[config.mk]
export PLATFORM = sky130hd
export DESIGN_NAME = seq_divider
export DESIGN_NICKNAME = d
export VERILOG_FILES = /design/src/rtl/seq_divider.sv
export SDC_FILE = /design/constraint.sdc
export NUM_CORES = 1
export LEC_CHECK = 0
export BUFFER_PORTS_ARGS = -buffer_cell sky130_fd_sc_hd__buf_2
export CAP_MARGIN = 10
export CORE_MARGIN = 2
export CORE_UTILIZATION = 38
export DETAILED_ROUTE_END_ITERATION = 6
export PLACE_DENSITY = 0.68
export SLEW_MARGIN = 10
export SYNTH_ARGS = -nofsm -noshare
export SYNTH_HDL_FRONTEND = slang
export SYNTH_SLANG_ARGS = --single-unit
[constraint.sdc]
create_clock -name clk -period 2.57 [get_ports clk]
set_clock_uncertainty 0.15 [all_clocks]
set_input_delay 0.1285 -clock clk [delete_from_list [all_inputs] [get_ports clk]]
set_output_delay 0.1285 -clock clk [all_outputs]
set_load 0.05 [all_outputs]
[src/rtl/seq_divider.sv]
// Sequential restoring divider: one quotient bit per clock, start/busy/done handshake.
// Define SEQ_DIVIDER_SIGNED_EN for two's-complement operands (sign fix-up around the unsigned core).
module seq_divider #(
    parameter int WIDTH = 16,
    parameter int CNT_W = $clog2(WIDTH) + 1
) (
    input  logic             clk,
    input  logic             rst,
    input  logic             start,
    input  logic [WIDTH-1:0] dividend,
    input  logic [WIDTH-1:0] divisor,
    output logic             busy,
    output logic             done,
    output logic [WIDTH-1:0] quotient,
    output logic [WIDTH-1:0] remainder,
    output logic             div_by_zero
);

    localparam logic [1:0] IDLE = 2'd0;
    localparam logic [1:0] RUN  = 2'd1;
    localparam logic [1:0] DONE = 2'd2;

    logic [1:0]       state;
    logic [WIDTH-1:0] r_q;
    logic [WIDTH-1:0] q_q;
    logic [WIDTH-1:0] d_q;
    logic [CNT_W-1:0] cnt;
    logic             dbz_q;
    logic [WIDTH:0]   r_sh;
    logic [WIDTH:0]   r_diff;
    logic [WIDTH-1:0] a_load;
    logic [WIDTH-1:0] b_load;
    logic [WIDTH-1:0] q_res;
    logic [WIDTH-1:0] r_res;

    // Stored remainder is always below the divisor, so only the shifted copy needs the extra bit.
    assign r_sh   = {r_q, q_q[WIDTH-1]};
    assign r_diff = r_sh - {1'b0, d_q};

`ifdef SEQ_DIVIDER_SIGNED_EN
    logic sign_q;
    logic sign_r;

    always_comb begin
        a_load = dividend[WIDTH-1] ? -dividend : dividend;
        b_load = divisor[WIDTH-1]  ? -divisor  : divisor;
    end

    // On divide-by-zero Q still holds |dividend|, so the sign_r negation restores the dividend.
    always_comb begin
        q_res = '1;
        r_res = dbz_q ? q_q : r_q;
        if (!dbz_q) begin
            q_res = sign_q ? -q_q : q_q;
        end
        if (sign_r) begin
            r_res = -r_res;
        end
    end
`else
    always_comb begin
        a_load = dividend;
        b_load = divisor;
    end

    always_comb begin
        q_res = dbz_q ? '1 : q_q;
        r_res = dbz_q ? q_q : r_q;
    end
`endif

    always_ff @(posedge clk) begin
        if (!rst) begin
            state       <= IDLE;
            busy        <= 1'b0;
            done        <= 1'b0;
            div_by_zero <= 1'b0;
            quotient    <= '0;
            remainder   <= '0;
            r_q         <= '0;
            q_q         <= '0;
            d_q         <= '0;
            cnt         <= '0;
            dbz_q       <= 1'b0;
`ifdef SEQ_DIVIDER_SIGNED_EN
            sign_q      <= 1'b0;
            sign_r      <= 1'b0;
`endif
        end else begin
            done <= 1'b0;
            case (state)
                IDLE: begin
                    if (start) begin
                        r_q         <= '0;
                        q_q         <= a_load;
                        d_q         <= b_load;
                        cnt         <= '0;
                        div_by_zero <= 1'b0;
                        dbz_q       <= (divisor == '0);
`ifdef SEQ_DIVIDER_SIGNED_EN
                        sign_q      <= dividend[WIDTH-1] ^ divisor[WIDTH-1];
                        sign_r      <= dividend[WIDTH-1];
`endif
                        if (divisor == '0) begin
                            state <= DONE;
                        end else begin
                            state <= RUN;
                            busy  <= 1'b1;
                        end
                    end
                end
                RUN: begin
                    q_q <= {q_q[WIDTH-2:0], ~r_diff[WIDTH]};
                    r_q <= r_diff[WIDTH] ? r_sh[WIDTH-1:0] : r_diff[WIDTH-1:0];
                    cnt <= cnt + 1'b1;
                    if (cnt == CNT_W'(WIDTH - 1)) begin
                        state <= DONE;
                        busy  <= 1'b0;
                    end
                end
                DONE: begin
                    done        <= 1'b1;
                    quotient    <= q_res;
                    remainder   <= r_res;
                    div_by_zero <= dbz_q;
                    state       <= IDLE;
                end
                default: begin
                    state <= IDLE;
                    busy  <= 1'b0;
                end
            endcase
        end
    end

endmodule
==> summary.md, run 1 <==
• result of the run: finished, violations left
• failing checks: negative setup slack
• drt wl/cell: 15.0 µm
• CTS H-Tree Depth: 3
• leading cell types by total area after synthesis: dfxtp_1 40%, nand2_1 9.0%, mux2i_1 6.4%
• number of clock sinks: 91
• WL final: 12200 µm
• via count of the routed design: 4288
• proportion of register bits with asynchronous set or reset after synthesis: 0%
• Vert. Die Dim: 114 µm
• remaining antenna violation count: 0
• Max Root-Sink Buffers: 2
• Final HPWL DP: 8600 µm
• via count of the first global-routing pass: 4193
• Setup crit start kind: flip-flop
• final worst setup slack: -87.0 ps
• storage element area: 1820 µm²
• worst setup path category: flip-flop to flip-flop
• number of distinct library cells after synthesis: 51
• worst voltage drop across the vdd grid: 1.04 mV
• total power per unit cell area: 1280 nW/µm²
• Total GRT Usage: 19.3%
• data arrival at the endpoint of the critical path: 2710 ps
• routability-driven placement congestion ratio: 0.884
• share of the cycle needed by the critical path after routing: 103%
• Antenna Cells: 0
• kind of path behind the tightest hold check: input port to flip-flop
• share of the yosys chip area belonging to registers: 39.9%
• Post-Place Cell Area: 5090 µm²
• number of iterations in the first detailed-routing pass: 4
• CP endpoint kind: flip-flop
• number of endpoints with negative hold slack in the final report: 0
• number of antenna violations at the first check in global routing: 0
• max-slew violation count: 0
• # nets final: 713
• CTS clk-pin slew, worst paths: 70 ps
• master cell of the clock root buffer: clkbuf_16
• fill cell count: 1095
• die extent in x: 114 µm
• TritonCTS clock tree: done
• starting utilization of the core area: 38.5%
• post-synthesis average cell area: 8.16 µm²
• synthesized net count: 614
• fraction of final layout cells with drive strength greater than 1: 19.5%
• setup repair after global routing missed its margin: yes
• drt drc: 0
• number of ports placed on the die boundary: 70
• slew at the pin with the worst max-slew slack: 1020 ps
• pin count of the biggest net entering global routing: 52
• Die ar.: 12900 µm²
• first-pass GRT wire length: 19900 µm
• Via-to-Cell Ratio: 5.29
• number of maximum-capacitance violations: 0
• Synth warnings: 0
• DRT iter0 DRCs: 221
• synthesis-to-layout area growth: 29.2%
• cell accounting for the most synthesized area: dfxtp_1
• synthesized instance count: 560
• total CTS buffers: 9
• count of standard-cell rows: 40
• leakage power of the design: 0.00258 µW
• Post-Synthesis Cell Area: 4570 µm²
• final design instance area without fill: 5900 µm²
• global route total overflow: 0
• critical path fanouts, max: 5
• dominant register cell in the synthesized netlist: dfxtp_1
• highest achievable clock rate: 376 MHz
• relative max-transition margin: 32.0%
• proportion of netlist area held by the largest area contributor: 39.9%
• number of flops mapped to enable cells by yosys: 0
• clock insertion delay at the later pin of the skew report: 350 ps
• post-layout min period: 2660 ps
• number of I/O port buffers: 69
• Seq cells post-synth: 91
• area of the placeable core: 11900 µm²
• dpl ws: -14.5 ps
• multi-input logic area: 2550 µm²
• required time at the worst-slack endpoint: 2620 ps
• number of failing setup endpoints in the final timing report: 14
## cells in the mapped netlist, types with 2 or more instances
library cell and n:
nand2_1 109, dfxtp_1 91, nor2_1 56, a21oi_1 34, nor3_1 33, clkbuf_1 32, mux2i_1 29, inv_1 20
o21ai_0 20, ha_1 18, o211a_1 17, a311oi_1 16, o21ai_1 8, xnor2_1 8, nand2b_1 5, o211ai_1 5
nor3b_1 4, nor4_1 4, xor2_1 4, a21boi_0 3, and2_1 3, nand3_1 3, o21a_1 3, a211oi_1 2
a21o_1 2, a21o_2 2, a22oi_1 2, buf_1 2, nor2b_1 2, o21bai_1 2
## critical path, cell delays in order, from the launching register on
cell and delay (ps):
dfxtp_2 330, inv_2 80, ha_4 140, inv_2 30
fa_2 350, a211oi_2 220, o211a_1 220, o21ba_4 160
o21ai_4 70, xor2_4 200, buf_6 130, buf_12 100
mux2i_1 220, o21ai_0 110
## stage by stage
step / cells / util (%) / total power [µW] / TNS (ps) / hold WS (ps)
2_1_floorplan: 560 / - / 4250 / 0 / 114
3_3_place_gp: 750 / 42.9 / 4720 / 0 / 239
3_5_place_dp: 750 / 42.9 / 4820 / -16.1 / 243
4_1_cts: 806 / 49.3 / 7210 / -200 / 10.9
5_1_grt: 810 / 49.8 / 8020 / -3000 / 72.8
6_report: 810 / 49.8 / 7570 / -642 / 23.2
## power by group
part | switching (µW) | internal [µW]
logic | 1890 | 2500
clock network | 564 | 880
registers | 182 | 1550
total | 2630 | 4940
## cell type report
type / instances / share of cell area (%)
Sequential cell: 91 / 30.9
Clock inverter: 5 / 1.44
Timing Repair Buffer: 124 / 16.0
Clock buffer: 10 / 4.05
Tap cell: 147 / 3.12
Multi-Input combinational cell: 412 / 43.2
Inverter: 21 / 1.34
## metal layers
metal / vias up / routed length [µm] / GRT usage, %
met2: 105 / 5980 / 33.5
met3: 26 / 609 / 4.09
met1: 2000 / 5250 / 23.4
li1: 2157 / - / -
met5: - / 0 / 0
met4: 0 / 329 / 7.56
## sequential cells by signal (all words and copies together), names as in the netlist
name         count
quotient        16
q_q             16
div_by_zero      1
state            2
remainder       16
busy             1
d_q             16
dbz_q            1
done             1
r_q             16
cnt              5
## cell usage in the layout (no fill, tap or decap), drive strengths merged, types with 18 or more instances in the layout
master	instances
a21oi	34
o21ai	29
dlygate4sd3	31
ha	18
mux2i	29
buf	91
nor2	56
nor3	33
nand2	109
dfxtp	91
inv	22
## final timing paths
path               startpoint  endpoint  slack [ps]  depth (start not counted)
setup / recovery      q_q[15]    r_q[8]         -90                         13
hold / removal    dividend[0]    q_q[0]          20                          3
setup reg to reg      q_q[15]    r_q[8]         -90                         13
hold reg to reg        d_q[3]    d_q[3]         300                          2
## kinds of logic after synthesis
kind of cell	count (synthesis)	synth area share, %
DFF	91	39.9
AOI/OAI and AO/OA	123	18.7
xor gates and xnor gates	13	2.90
muxes	29	6.35
and+or+nand+nor	228	21.7
adders and majority gates	19	5.37
buffers and inverters	57	5.07
## what timing repair did
item                       4_1_cts  5_1_grt
hold buffers                    31        0
setup buffers                    8        3
setup endpoints to repair        9       17
pin swaps                        0        0
hold endpoints to repair        31        0
resized for setup                2        3
gates cloned                     2        1
No activity file was read; power rests on OpenSTA's default activity.
==> run 2: changes to the inputs <==
- PLACE_DENSITY: 0.68 -> 0.62
==> run 2 against run 1 <==
The flow still finishes with violations (negative setup slack); total power decreased by 16%; non-clock buffer count shrank 6; global-route usage decreased by 0.31 points; core utilization down 1.1 points; count of clock-buffer cells in the layout stayed put; sequential power about the same; critical path type unchanged; sequential cell count did not move; die area unchanged; final cell count fell by 0.62%; hold slack lost 10 ps; combinational power decreased by 27%; wire length shrank 3.0%.
==> summary.md, run 2 (synthesized netlist as in run 1, its figures left out) <==
• post-layout min period: 2600 ps
• number of failing setup endpoints in the final timing report: 3
• total power per unit cell area: 1100 nW/µm²
• Vert. Die Dim: 114 µm
• commonest cells after routing, fill and taps aside: 109 x nand2_1, 90 x dfxtp_1, 69 x buf_2
• starting utilization of the core area: 38.5%
• most common library cell in the layout ignoring fill and taps: nand2_1
• count of standard-cell rows: 40
• first-pass GRT wire length: 19700 µm
• CTS clk-pin slew, worst paths: 70 ps
• max-slew violation count: 0
• result of the run: finished, violations left
• critical path fanouts, max: 19
• TritonCTS clock tree: done
• slew at the pin with the worst max-slew slack: 1130 ps
• DRT iter0 DRCs: 216
• global route total overflow: 0
• master cell of the clock root buffer: clkbuf_16
• utilization after layout: 48.6%
• via count of the routed design: 4180
• startpoint of the lowest-slack register-to-register path: q_q[15]
• Total GRT Usage: 19.0%
• routability-driven placement congestion ratio: 0.884
• worst voltage drop across the vdd grid: 0.943 mV
• drt wl/cell: 14.7 µm
• via count of the first global-routing pass: 4129
• Via-to-Cell Ratio: 5.19
• fraction of final layout cells with drive strength greater than 1: 18.4%
• number of ports placed on the die boundary: 70
• Worst Hold End: q_q[0]
• relative max-transition margin: 24.1%
• leakage power of the design: 0.00251 µW
• worst setup path category: flip-flop to flip-flop
• pin count of the biggest net entering global routing: 52
• drt drc: 0
• number of iterations in the first detailed-routing pass: 4
• number of clock sinks: 91
• total CTS buffers: 9
• failing checks: negative setup slack
• power after layout: 6370 µW
• dpl ws: 17.0 ps
• setup repair after global routing missed its margin: yes
• share of the cycle needed by the critical path after routing: 101%
• data arrival at the endpoint of the critical path: 2680 ps
• R2R cell count: 12
• die extent in x: 114 µm
• number of antenna violations at the first check in global routing: 0
• number of maximum-capacitance violations: 0
• clock insertion delay at the later pin of the skew report: 340 ps
• kind of path behind the tightest hold check: input port to flip-flop
• final worst setup slack: -28.2 ps
• end of the worst register-to-register path: r_q[0]
• Final HPWL DP: 8340 µm
• area of the placeable core: 11900 µm²
• flop-to-flop setup slack: -30 ps
• synthesis-to-layout area growth: 26.3%
• number of endpoints with negative hold slack in the final report: 0
• highest achievable clock rate: 385 MHz
• WL final: 11800 µm
• instance count along the most critical hold path: 3
• CP endpoint kind: flip-flop
• Total Neg Setup Slack: -65.9 ps
• Setup crit start kind: flip-flop
• Min-Delay Startpoint: dividend[0]
• remaining antenna violation count: 0
• required time at the worst-slack endpoint: 2660 ps
• CTS H-Tree Depth: 3
• Antenna Cells: 0
• global routing met1 resource utilization: 23.5%
• Max Root-Sink Buffers: 2
• busiest layer in global routing: met2
• routing usage on met3: 3.29%
• # nets final: 707
• Die ar.: 12900 µm²
• met2 Track Usage GR: 33.7%
• number of I/O port buffers: 69
## run 2: layout make-up
class | count | area (µm²)
well taps | 147 | 184
fillers | 1142 | 6090
clock inverters | 6 | 93.8
clock buffers | 10 | 229
inverters | 21 | 78.8
repair buffers | 118 | 816
flip-flops and latches | 91 | 1820
multi-input cells | 412 | 2540
## run 2: stage by stage
step                std cells  hold WS (ps)  cell area, µm²
finish                    805          12.7            5770
global route              805          28.4            5770
CTS                       803          11.4            5750
detailed placement        756           236            5120
global placement          756           233            5120
floorplan                 560           114            4590
## run 2: timing repair
item / 4_1_cts / 5_1_grt
resized for setup: 0 / 2
buffers inserted: 0 / 2
hold buffers: 31 / 0
setup endpoints to repair: 3 / 17
pin swaps: 0 / 2
hold endpoints to repair: 31 / 0
## run 2: report_power, final
part,internal [µW],total (µW),switching [µW]
logic,1560,3200,1640
clock network,863,1450,583
registers,1550,1730,179
## run 2: worst max path at each step
stage	from	cells past startpoint	end	slack [ps]
2_1_floorplan	q_q[15]	12	r_q[1]	20
3_3_place_gp	q_q[15]	12	r_q[15]	80
3_5_place_dp	q_q[15]	12	r_q[15]	20
4_1_cts	q_q[15]	12	r_q[0]	-10
5_1_grt	q_q[15]	12	r_q[0]	-170
6_report	q_q[15]	12	r_q[0]	-30
## run 2: per-layer routing
layer	share of wire (%)	vias to the layer above	wire length (µm)
met5	0	-	0
met4	1.5	0	177
met3	3.5	15	410
met2	51	66	5980
met1	44	1960	5240
li1	-	2139	-
## run 2: worst max-delay path, stage by stage (launching register included)
cell      delay (ps)
dfxtp_2          340
inv_2             80
ha_4             140
inv_2             30
fa_2             360
a211oi_2         230
o211a_1          240
o21ba_4          170
o21ai_4           70
xor2_4           180
buf_12           180
mux2i_1          130
a22o_1           190
